==> src/rtl/onehot_enc_32_5_seq_pkg.sv <==
// Shared types and defaults for the 32->5 sequential request encoder family.
// No logic lives here.
// State encoding and the default widths live here.
package onehot_enc_32_5_seq_pkg;

    localparam int ENC_N  = 32;
    localparam int ENC_W  = 5;
    localparam int ENC_CW = 6;

    typedef enum logic {
        ST_IDLE = 1'b0,
        ST_EMIT = 1'b1
    } state_t;

endpackage

==> src/rtl/onehot_enc_32_5_seq_if.sv <==
// Request-vector input stream and index output stream of the encoder.
// Wiring only, so there is no latency.
// The valid/ready pairs carry the backpressure in both directions.
interface onehot_enc_32_5_seq_if
    import onehot_enc_32_5_seq_pkg::*;
#(
    parameter int N  = ENC_N,
    parameter int W  = ENC_W,
    parameter int CW = ENC_CW
);

    logic          in_valid;
    logic          in_ready;
    logic [N-1:0]  in_vec;
    logic          out_valid;
    logic          out_ready;
    logic [W-1:0]  out_idx;
    logic          out_last;
    logic [CW-1:0] remain;

    modport master (
        output in_valid,
        output in_vec,
        output out_ready,
        input  in_ready,
        input  out_valid,
        input  out_idx,
        input  out_last,
        input  remain
    );

    modport slave (
        input  in_valid,
        input  in_vec,
        input  out_ready,
        output in_ready,
        output out_valid,
        output out_idx,
        output out_last,
        output remain
    );

endinterface

==> src/rtl/onehot_enc_32_5_seq_penc_lsb.sv <==
// Lowest-set-bit priority encoder. It returns the index of the lowest set bit and a none flag.
// Purely combinational, so the latency is zero.
// It has no handshake and no backpressure.
module penc_lsb
    import onehot_enc_32_5_seq_pkg::*;
#(
    parameter int N = ENC_N,
    parameter int W = ENC_W
) (
    input  logic [N-1:0] vec,
    output logic [W-1:0] idx,
    output logic         none
);

    // Scan from the top down so the lowest set bit is the one written last.
    always_comb begin
        idx  = '0;
        none = 1'b1;
        for (int i = N - 1; i >= 0; i--) begin
            if (vec[i]) begin
                idx  = W'(i);
                none = 1'b0;
            end
        end
    end

endmodule

==> src/rtl/onehot_enc_32_5_seq.sv <==
// Sequential request encoder. It emits the index of each set bit of a vector, lowest first.
// A vector accepted at edge T gives its first beat in the next cycle; in_ready returns one cycle after the last beat.
// While out_ready is low the outputs hold; no new vector is taken until every pending bit has drained.
module onehot_enc_32_5_seq
    import onehot_enc_32_5_seq_pkg::*;
#(
    parameter int N  = ENC_N,
    parameter int W  = ENC_W,
    parameter int CW = ENC_CW
) (
    input  logic                  clk,
    input  logic                  rst,
    onehot_enc_32_5_seq_if.slave  bus
);

    state_t        state, state_nxt;
    logic [N-1:0]  pend, pend_nxt;
    logic [CW-1:0] remain, remain_nxt;

    logic [W-1:0]  low_idx;
    logic          low_none;
    logic [N-1:0]  one_v;
    logic [N-1:0]  clr_mask;

    function automatic logic [CW-1:0] popcount(input logic [N-1:0] v);
        logic [CW-1:0] c;
        c = '0;
        for (int i = 0; i < N; i++) begin
            c = c + CW'(v[i]);
        end
        return c;
    endfunction

    penc_lsb #(.N(N), .W(W)) u_penc (
        .vec  (pend),
        .idx  (low_idx),
        .none (low_none)
    );

    assign one_v    = N'(1);
    assign clr_mask = low_none ? '1 : ~(one_v << low_idx);

    // All outputs come from registered state; rst reaches in_ready only.
    assign bus.in_ready  = (state == ST_IDLE) & ~rst;
    assign bus.out_valid = (state == ST_EMIT) & ~low_none;
    assign bus.out_idx   = low_idx;
    assign bus.out_last  = (state == ST_EMIT) & (remain == CW'(1));
    assign bus.remain    = remain;

    always_ff @(posedge clk) begin
        if (rst) begin
            state  <= ST_IDLE;
            pend   <= '0;
            remain <= '0;
        end else begin
            state  <= state_nxt;
            pend   <= pend_nxt;
            remain <= remain_nxt;
        end
    end

    always_comb begin
        state_nxt  = state;
        pend_nxt   = pend;
        remain_nxt = remain;
        case (state)
            ST_IDLE: begin
                // A zero vector is accepted and dropped without leaving IDLE.
                if (bus.in_valid && bus.in_vec != '0) begin
                    pend_nxt   = bus.in_vec;
                    remain_nxt = popcount(bus.in_vec);
                    state_nxt  = ST_EMIT;
                end
            end
            ST_EMIT: begin
                if (bus.out_ready && !low_none) begin
                    pend_nxt   = pend & clr_mask;
                    remain_nxt = remain - CW'(1);
                    if (remain == CW'(1)) begin
                        state_nxt = ST_IDLE;
                    end
                end
            end
            default: begin
                state_nxt  = ST_IDLE;
                pend_nxt   = '0;
                remain_nxt = '0;
            end
        endcase
    end

endmodule

==> src/flat_wrapper.sv <==
// flat-port wrapper written by rule: the top's interface ports become plain ports
module onehot_enc_32_5_seq_flat import onehot_enc_32_5_seq_pkg::*;
#(
    parameter int N  = ENC_N,
    parameter int W  = ENC_W,
    parameter int CW = ENC_CW
)
  (clk, rst, bus_in_valid, bus_in_vec, bus_out_ready, bus_in_ready, bus_out_valid, bus_out_idx, bus_out_last, bus_remain);
  onehot_enc_32_5_seq_if #(.N(N), .W(W), .CW(CW)) bus_i ();
  input  logic clk;
  input  logic rst;
  input wire logic [$bits(bus_i.in_valid)-1:0] bus_in_valid;
  input wire logic [$bits(bus_i.in_vec)-1:0] bus_in_vec;
  input wire logic [$bits(bus_i.out_ready)-1:0] bus_out_ready;
  output wire logic [$bits(bus_i.in_ready)-1:0] bus_in_ready;
  output wire logic [$bits(bus_i.out_valid)-1:0] bus_out_valid;
  output wire logic [$bits(bus_i.out_idx)-1:0] bus_out_idx;
  output wire logic [$bits(bus_i.out_last)-1:0] bus_out_last;
  output wire logic [$bits(bus_i.remain)-1:0] bus_remain;
  assign bus_i.in_valid = bus_in_valid;
  assign bus_i.in_vec = bus_in_vec;
  assign bus_i.out_ready = bus_out_ready;
  assign bus_in_ready = bus_i.in_ready;
  assign bus_out_valid = bus_i.out_valid;
  assign bus_out_idx = bus_i.out_idx;
  assign bus_out_last = bus_i.out_last;
  assign bus_remain = bus_i.remain;
  onehot_enc_32_5_seq #(.N(N), .W(W), .CW(CW)) u_core (.clk(clk), .rst(rst), .bus(bus_i));
endmodule
==> config.mk <==
export PLATFORM = sky130hd
export DESIGN_NAME = onehot_enc_32_5_seq_flat
export DESIGN_NICKNAME = d
export VERILOG_FILES = /design/src/rtl/onehot_enc_32_5_seq_pkg.sv /design/src/rtl/onehot_enc_32_5_seq_if.sv /design/src/rtl/onehot_enc_32_5_seq_penc_lsb.sv /design/src/rtl/onehot_enc_32_5_seq.sv /design/src/flat_wrapper.sv
export SDC_FILE = /design/constraint.sdc
export NUM_CORES = 1
export LEC_CHECK = 0
export CORE_UTILIZATION = 40
export CTS_CLUSTER_DIAMETER = 200
export DETAILED_ROUTE_END_ITERATION = 16
export GPL_ROUTABILITY_DRIVEN = 0
export PLACE_DENSITY = 0.59
export SLEW_MARGIN = 20
export SYNTH_ARGS = -nofsm -noshare
export SYNTH_HDL_FRONTEND = slang
export SYNTH_SLANG_ARGS = --single-unit
==> constraint.sdc <==
create_clock -name clk -period 9.58 [get_ports clk]
set_input_delay 1.916 -clock clk [delete_from_list [all_inputs] [get_ports clk]]
set_output_delay 1.916 -clock clk [all_outputs]
set_load 0.03 [all_outputs]
==> results of run 1 <==
[power groups by stage]
| stage | logic (mW) | registers (mW) | clock network [mW] |
|---|---|---|---|
| 6_report | 0.701 | 0.227 | 0.110 |
| 5_1_grt | 0.800 | 0.230 | 0.120 |
| 4_1_cts | 0.708 | 0.225 | 0.114 |
| 3_5_place_dp | 0.705 | 0.229 | 0 |
| 3_3_place_gp | 0.696 | 0.229 | 0 |
| 2_1_floorplan | 0.513 | 0.232 | 0 |
[per-stage QoR]
stage	instance area [sq um]	setup slack [ps]	util
after floorplan	3260	2860	-
after global placement	3850	2150	0.493
after detailed placement	3850	2100	0.493
after CTS	3930	2410	0.503
after global routing	3930	2150	0.503
final	3930	2440	0.503
[layout by cell type, fill, tap and decap left out, types with 3 or more instances in the layout]
master | synthesis | routed
a32oi_1 | 18 | 18
buf_4 | 0 | 4
nand2_1 | 26 | 26
clkdlybuf4s50_1 | 0 | 49
and2_1 | 6 | 6
nand2b_1 | 4 | 4
a21oi_1 | 19 | 19
fa_1 | 24 | 24
ha_1 | 11 | 11
nor2b_1 | 6 | 6
o31a_1 | 4 | 4
a2111o_1 | 3 | 3
a21o_1 | 6 | 6
and3_1 | 5 | 5
dfxtp_1 | 39 | 39
or3_1 | 4 | 4
a32o_1 | 6 | 6
nor4_1 | 18 | 18
o41ai_1 | 14 | 14
a211oi_1 | 8 | 8
nor3_1 | 12 | 12
nand4_1 | 4 | 4
inv_1 | 58 | 58
o21ai_0 | 22 | 22
nor2_1 | 19 | 19
clkbuf_8 | 0 | 5
nand3_1 | 6 | 6
or4_1 | 3 | 3
o21ai_1 | 5 | 5
[cell families after synthesis]
| group | count (synthesis) | share of synthesized area |
|---|---|---|
| flops | 39 | 0.240 |
| xor+xnor | 3 | 0.00807 |
| mux | 1 | 0.00307 |
| simple gates | 118 | 0.191 |
| buf+inv | 74 | 0.0853 |
| compound gates | 123 | 0.284 |
| fa+ha+maj | 35 | 0.190 |
[how the worst min path moves through the flow]
stage | depth (start not counted) | start | slack, ps | end
after CTS | 2 | u_core.bus.remain[4] | 520 | u_core.bus.remain[4]
final | 2 | u_core.bus.remain[4] | 510 | u_core.bus.remain[4]
after detailed placement | 2 | u_core.bus.remain[4] | 500 | u_core.bus.remain[4]
after global routing | 2 | u_core.bus.remain[4] | 550 | u_core.bus.remain[4]
after global placement | 2 | u_core.pend[31] | 490 | u_core.pend[31]
after floorplan | 2 | u_core.pend[31] | 470 | u_core.pend[31]
[sequential cells by signal, indices dropped and copies added (netlist names)]
name / cells
u_core.pend: 32
u_core.bus.remain: 6
u_core.state: 1
[critical path: stages]
cell             delay, ps
clkdlybuf4s50_1        490
inv_1                   60
ha_1                   270
inv_1                   40
fa_1                   500
fa_1                   460
fa_1                   500
fa_1                   540
fa_1                   440
fa_1                   490
inv_1                   50
fa_1                   390
fa_1                   420
a21o_1                 190
a21oi_1                160
xor2_1                 150
o21ai_0                 80
nand2_1                100
a21oi_1                 70
[cell type report]
class	instances	area [sq um]	share of cell area
inverter	59	221	0.0564
clock buffer	7	76.3	0.0194
sequential	39	781	0.199
timing repair buffer	53	520	0.132
multi-input combinational	280	2200	0.559
tap	102	128	0.0325
clock inverter	1	5.00	0.00127
[routing by layer]
layer,global-route usage,wire (um),up-vias
li1,-,-,1543
met4,0.0872,300,0
met1,0.348,4600,1523
met5,0,0,-
met2,0.406,4750,104
met3,0.0398,534,27
==> results.py, run 1 <==
metrics = {
    "timing": {
        "hold_violations": 0,
        "slew_headroom": 0.252,
        "finalSetupViolCount": 0,
        "fin_setup_tns_ps": 0,
        "worst_slew_pin_slew_ps": 1110,
        "hold_ws_ps": 510,
        "fin_crit_ps": 7140,
        "clock_skew_ps": 6.77,
        "maxSlewViolCount": 0,
        "rsz0062_at_grt": "no",
        "min_period_over_period": 0.745,
        "fmax_ghz": 0.140,
    },
    "drt": {
        "dr.first_iter.drc_count": 221,
        "drt_pass1_iterations": 5,
        "vias": 3197,
        "wl_per_cell_um": 18.8,
        "vias_per_cell": 5.91,
        "detail-route-antenna-nets": 0,
        "wl_mm": 10.2,
        "remaining_drc_errors": 0,
    },
    "synth": {
        "yosysMostFrequentCell": "inv_1",
        "yosys_most_used_dff": "dfxtp_1",
        "synthCells": 393,
        "synthDistinctLibCells": 52,
        "synth_common_cells": "inv_1 (58), dfxtp_1 (39), nand2_1 (26)",
        "netlist_top_cells_area": "dfxtp_1 (24%), fa_1 (15%), inv_1 (6.7%), a32oi_1 (4.8%), ha_1 (4.2%)",
        "ys_seq_area_frac": 0.240,
        "avgSynthCellArea_sq_um": 8.29,
        "yosys.area.top_type": "dfxtp_1",
        "synthArstFlopShare": 0,
        "synth_fp_nets": 464,
        "synth_top_cell_area_share": 0.240,
        "synth_edf_count": 0,
        "yosys_warnings": 0,
        "syn_area_sq_um": 3260,
        "ys_ff_latch": 39,
    },
    "final_layout": {
        "area_delta_synth_final_pct": 20.7,
        "final_cell_count_no_fill": 541,
        "fill_cells": 806,
        "antenna_cells": 0,
        "drive_above_1_share": 0.0364,
        "nets": 509,
    },
    "power": {
        "leakage_nw": 1.56,
        "seqPwrFrac": 0.219,
        "power.share.clock": 0.106,
        "power_frac_comb": 0.676,
        "power_switching_uw": 485,
        "p_int_uw": 552,
        "pwr_density_cell_nw_per_um2": 264,
        "power_mw": 1.04,
        "swShare": 0.468,
        "vdd_drop_max_v": 0.000314,
    },
    "global_routing": {
        "grt_pass1_vias": 3046,
        "antenna_found_initial": 0,
        "grtUsageTotal": 0.254,
        "grt.overflow.total": 0,
        "grt_pass1_wl_mm": 16.4,
        "grt_max_degree": 35,
    },
    "floorplanning": {
        "rows": 32,
        "boundaryPins": 50,
        "start_util": 0.417,
        "core_area_sq_um": 7810,
        "dieArea_sq_um": 8510,
        "die_h_um": 92.2,
        "fp.dieW_um": 92.2,
    },
    "worst_setup_path": {
        "cp.arrival_ps": 7310,
        "rr_endpoint": "u_core.pend[20]",
        "critPathRequiredTime_ps": 9750,
        "critPathCapture": "u_core.bus.remain[4]",
        "reg2reg_slack_ps": 6740,
        "startpoint": "bus_in_vec[1]",
        "reg2reg_from": "u_core.state",
        "start_kind": "input port",
        "cp_max_fo": 2,
        "worstSetupPathType": "input port to flop",
        "r2r_cells": 6,
        "end_kind": "flop",
    },
    "clock_network": {
        "clockBufferDepth": 2,
        "numCtsBuffers": 5,
        "path_clk_slew_ps": 80,
        "htreeDepth": 2,
        "cts_hold_buf": 0,
        "cts_setup_buffers": 0,
        "ctsResizeCount": 0,
        "cts.sinks": 39,
        "cts_root_buf": "clkbuf_8",
        "cts_tree": "built",
        "clock_latency_ps": 290,
    },
    "place": {
        "dp_hpwl_mm": 8.12,
        "placed_cells": 533,
        "portBuffers": 49,
    },
    "flow_run": {
        "cap_violations": 0,
    },
    "status": {
        "run_status": "finished clean",
    },
    "worst_hold_path": {
        "hp-class": "flop to flop",
    },
}
Power figures use the tool's default switching activity.
==> inputs of run 2 (changes only) <==
==> constraint.sdc (replaced) <==
create_clock -name clk -period 6.6 [get_ports clk]
set_input_delay 1.32 -clock clk [delete_from_list [all_inputs] [get_ports clk]]
set_output_delay 1.32 -clock clk [all_outputs]
set_load 0.03 [all_outputs]
==> run 2 against run 1 <==
  * Via count up 4.0%
  * Wire length up 1.8%
  * Sequential share of layout area down 0.84 points
  * Final cell count up 2.8%
  * Final area up 4.4%
==> results.py, run 2 (synthesis gave the netlist of run 1 again) <==
metrics = {
    "final_layout": {
        "mostFrequentLayoutCells": "inv_1 (58), clkdlybuf4s50_1 (49), dfxtp_1 (39)",
        "fill_cells": 759,
        "drive_above_1_share": 0.0771,
        "final_common_cell": "inv_1",
        "top_register": "u_core.pend",
        "final_util": 0.525,
        "largest_register_ff_count": 32,
        "reg.largest.list": "u_core.pend x32, u_core.bus.remain x6, u_core.state x1",
        "multiInputGateArea_sq_um": 2210,
        "final-seq-area_sq_um": 781,
        "area_delta_synth_final_pct": 26.0,
        "nets": 524,
        "antenna_cells": 0,
    },
    "timing": {
        "fmax_ghz": 0.156,
        "fin_crit_ps": 6410,
        "min_period_over_period": 0.971,
        "fin_setup_tns_ps": 0,
        "maxSlewViolCount": 0,
        "clock_skew_ps": 14.8,
        "slew_headroom": 0.302,
        "rsz0062_at_grt": "no",
        "finalSetupViolCount": 0,
        "hold_violations": 0,
        "worst_slew_pin_slew_ps": 1040,
    },
    "place": {
        "dp_hpwl_mm": 8.23,
        "portBuffers": 49,
    },
    "worst_setup_path": {
        "critPathRequiredTime_ps": 6770,
        "worstSetupPathType": "input port to flop",
        "path_buf_inv": 4,
        "start_kind": "input port",
        "crit_chain": "clkdlybuf4s50_1 > inv_1 > ha_1 > inv_1 > fa_1 > fa_1 > fa_1 > fa_1 > fa_1 > fa_1 > inv_1 > fa_2 > fa_2 > a21o_1 > a21oi_2 > xor2_1 > o21ai_1 > nand2_1 > a21oi_1",
        "crit_path_frequent_cell": "fa_1",
        "cp.depth": 19,
        "crit_family": "adder cells",
        "slowest_stage": "fa_1",
        "rr_endpoint": "u_core.pend[31]",
        "cp.arrival_ps": 6580,
        "r2r_cells": 6,
        "end_kind": "flop",
        "cpPeakStageDelay_ps": 570,
        "cp_max_fo": 2,
        "reg2reg_slack_ps": 3940,
        "reg2reg_from": "u_core.pend[11]",
    },
    "floorplanning": {
        "dieArea_sq_um": 8510,
        "boundaryPins": 50,
        "fp.dieW_um": 92.2,
        "die_h_um": 92.2,
        "rows": 32,
        "core_area_sq_um": 7810,
        "start_util": 0.417,
    },
    "drt": {
        "wl_per_cell_um": 18.6,
        "vias": 3325,
        "vias_per_cell": 5.98,
        "detail-route-antenna-nets": 0,
        "drt_pass1_iterations": 5,
        "wl_mm": 10.4,
        "remaining_drc_errors": 0,
        "dr.first_iter.drc_count": 245,
    },
    "clock_network": {
        "cts_tree": "built",
        "cts.sinks": 39,
        "clockBufferDepth": 2,
        "path_clk_slew_ps": 70,
        "cts_root_buf": "clkbuf_8",
        "cts_setup_buffers": 0,
        "clock_latency_ps": 300,
        "numCtsBuffers": 5,
        "htreeDepth": 2,
        "cts_hold_buf": 0,
    },
    "power": {
        "pwr_density_cell_nw_per_um2": 400,
        "vdd_drop_max_v": 0.000614,
        "power_mw": 1.64,
        "leakage_nw": 1.65,
    },
    "worst_hold_path": {
        "hold_path_end": "u_core.bus.remain[3]",
        "hp-class": "flop to flop",
        "min_path_cells": 2,
        "hp-start": "u_core.bus.remain[3]",
    },
    "status": {
        "run_status": "finished clean",
    },
    "global_routing": {
        "grt_pass1_wl_mm": 17.2,
        "grt_max_degree": 37,
        "grt.overflow.total": 0,
        "antenna_found_initial": 0,
        "grtUsageTotal": 0.262,
        "grt_pass1_vias": 3224,
    },
    "flow_run": {
        "cap_violations": 0,
    },
}
[run 2: cell count changes in the layout (fill, tap and decap cells not counted), sizes merged]
cell | before | now
buf | 4 | 19
clkinv | 1 | 0
bufinv | 0 | 2
clkbuf | 7 | 6
[run 2: cell type report]
class | instances | share of cell area
multi-input combinational | 280 | 0.538
sequential | 39 | 0.190
timing repair buffer | 68 | 0.154
inverter | 59 | 0.0540
tap | 102 | 0.0311
clock buffer | 6 | 0.0177
clock inverter | 2 | 0.0146
[run 2: what timing repair did]
action,CTS,global route
endpoints found under the setup margin,0,1
resized for setup,0,4
hold endpoints to repair,0,0
[run 2: worst max-delay path by stage]
stage	start	end	slack (ps)
3_3_place_gp	bus_in_vec[0]	u_core.bus.remain[4]	-220
3_5_place_dp	bus_in_vec[0]	u_core.bus.remain[4]	-300
4_1_cts	bus_in_vec[0]	u_core.bus.remain[4]	10
2_1_floorplan	bus_in_vec[0]	u_core.bus.remain[4]	470
5_1_grt	bus_in_vec[1]	u_core.bus.remain[4]	10
6_report	bus_in_vec[0]	u_core.bus.remain[4]	190
[run 2: routing by layer]
metal | GRT usage | wire length, um
met1 | 0.375 | 4790
met2 | 0.410 | 4830
met3 | 0.0307 | 509
met4 | 0.0846 | 239
met5 | 0 | 0
[run 2: power by group]
group	total [mW]	internal (mW)	switching [mW]
clock	0.243	0.151	0.0913
sequential	0.330	0.273	0.0567
combinational	1.07	0.487	0.582
total	1.64	0.911	0.730
[run 2: worst reg2reg max path, delay by kind of cell, from the launching register on]
family | cells | cell delay (ps)
DFF | 1 | 440
buffers and inverters | 1 | 100
AOI/OAI and AO/OA | 5 | 1970
[run 2: metrics by stage]
| step | area, sq um | hold slack [ps] | cells | setup WS [ps] |
|---|---|---|---|---|
| CTS | 4090 | 519 | 556 | 14.5 |
| finish | 4100 | 517 | 556 | 189 |
| global placement | 3960 | 481 | 548 | -222 |
| global route | 4100 | 546 | 556 | 12.7 |
| detailed placement | 3960 | 508 | 548 | -298 |
| floorplan | 3260 | 466 | 393 | 472 |
==> edit (config.mk and constraints of run 1) <==
The package constant `ENC_W` goes from 5 to 6.
--- a/src/rtl/onehot_enc_32_5_seq_pkg.sv
+++ b/src/rtl/onehot_enc_32_5_seq_pkg.sv
@@ -5,5 +5,5 @@
 
     localparam int ENC_N  = 32;
-    localparam int ENC_W  = 5;
+    localparam int ENC_W  = 6;
     localparam int ENC_CW = 6;
 
Interface: changed (resized bus_out_idx); port bits go from 50 to 51. No check against the original RTL was run, so the function may have changed too.
==> edit against run 1 <==
Utilization rose by 0.50 points. First-iteration DRC count rose by 35%. Synthesized area fell by 0.73%. Register-to-register slack got worse by 0.08 ns. Worst setup slack got worse by 0.044 ns. Critical endpoint unchanged. Via count fell by 2.1%. Final area rose by 0.48%. Routed wire length fell by 5.3%. Fmax fell by 0.61%. Total power fell by 1.5%. Sequential cell count did not move.
==> edit: results (changes against run 1) <==
Clocking
  – Clock-pin slew on the worst setup and hold paths: 0.08 ns (about the same)
  – Total setup buffers inserted after CTS: 0 (unchanged)
  – Clock buffer count from CTS: 5 (unchanged)
  – Max Root-Sink Buffers: 2 (unchanged)

Route
  – Detailed Routing Iterations Pass 1: 4 (-1)
  – Vias/cell: 5.668 (-4.1%)
  – DR iter-0 viols: 298 (+35%)
  – Vias: 3,129 (-2.1%)
  – Drt wl/cell: 17.47 um (-7.2%)

GRT
  – GR Layer Usage met2: 38.62% (-2.0 points)
  – Vias in the first global route: 3,011 (-1.1%)
  – Met3 Use GR: 2.819% (-1.2 points)
  – Largest net degree at the start of global routing: 42 (+20%)
  – Global-route wire length before repair: 16,020 um (-2.0%)
  – Overall routing resource usage: 24.43% (-0.99 points)
  – Met1 Usage GRT: 35.74% (+0.94 points)

Placement
  – # placed instances: 544 (+2.1%)
  – Dpl cell area: 3816 um2 (-0.85%)
  – Detailed Place HPWL: 7614 um (-6.2%)

Synthesis
  – Number of synthesized flops with an enable pin: 0 (unchanged)
  – Top post-synthesis cells by count: inv_1, nand2_1, a21oi_1
  – Post-synth ARST share: 0% (unchanged)
  – Yosys cell types: 59 (+13%)
  – Ranking of synthesized cells by area: dfxtp_1, fa_1, a21oi_1, inv_1, nand2_1
  – Mapped Cells: 405 (+3.1%)
  – Yosys Warn Count: 0 (unchanged)
  – Syn nets: 476 (+2.6%)
  – Register area share after synthesis: 24.15% (+0.18 points)

Timing
  – Fin Clk Skew: 0.009465 ns (+0.002699 ns)
  – Max_slew headroom: 46.34% (+21 points)

Layout
  – N_diodes: 0 (unchanged)
  – Fill count: 821 (+1.9%)
  – Layout Nets: 520 (+2.2%)
  – Layout cell share with drive strength beyond 1: 6.667% (+3.0 points)

Pwr
  – Pleak: 1.586 nW (+1.9%)
  – Peak VDD IR: 0.4152 mV (+32%)

Setup path
  – Worst EP arrival: 7.40 ns (+0.09 ns)
  – Max incr delay on CP: 0.54 ns (about the same)
  – CP max-delay cell: fa_1
  – Maximum fanout along the worst path: 3 (+1)

Hold path
  – Worst Hold Class: reg2reg

Run status
  – Status: complete, no violations
edit: through the flow:
step / hold slack, ns / utilization, % / worst slack, ns
floorplan: 0.4727 / - / 2.866
global placement: 0.4966 / 49.13 / 2.124
detailed placement: 0.4984 / 49.13 / 2.090
CTS: 0.5103 / 50.84 / 2.374
global route: 0.5509 / 50.84 / 2.139
finish: 0.5136 / 50.84 / 2.399
edit: per-layer routing:
| metal | vias to the layer above | share of wire, % |
|---|---|---|
| li1 | 1520 | - |
| met1 | 1529 | 48 |
| met2 | 70 | 46 |
| met3 | 10 | 3.7 |
| met4 | 0 | 1.4 |
| met5 | - | 0 |
edit: where the power goes:
part / total, mW / internal, mW / switching [mW]
clock: 0.164 / 0.104 / 0.0598
combinational: 0.653 / 0.292 / 0.361
sequential: 0.204 / 0.180 / 0.0243
total: 1.02 / 0.576 / 0.445
edit: final timing paths:
check                               start                                 to  slack (ns)  cells after the start
max reg2reg       u_core.state$_SDFF_PP0_       u_core.pend[28]$_SDFFE_PP0P_        6.66                      8
min reg2reg  u_core.pend[30]$_SDFFE_PP0P_       u_core.pend[30]$_SDFFE_PP0P_        0.51                      2
min          u_core.pend[30]$_SDFFE_PP0P_       u_core.pend[30]$_SDFFE_PP0P_        0.51                      2
max                         bus_in_vec[1]  u_core.bus.remain[4]$_SDFFE_PP0P_        2.40                     19
edit: worst register-to-register path, stage by stage (launching register included):
cell      delay (ns)
dfxtp_1         0.48
inv_1           0.40
nand2_1         0.23
o21bai_2        0.25
buf_4           0.24
o21ai_2         0.36
nand3_2         0.34
o311ai_1        0.37
a21oi_1         0.10
edit: cells by family after synthesis:
group / share of synthesized area, %
and+or+nand+nor: 22.99
AOI/OAI and AO/OA: 23.53
buffers and inverters: 8.978
DFF: 24.15
adders and majority gates: 19.12
xor gates and xnor gates: 0.8128
other: 0.1160
muxes: 0.3096
edit: final cells by class:
type                       instances  share of cell area, %
clock buffer                       6                  1.838
clock inverter                     2                  1.521
inverter                          57                  5.735
multi-input combinational        294                  54.91
sequential                        39                  19.77
tap                              102                  3.232
timing repair buffer              52                  12.99
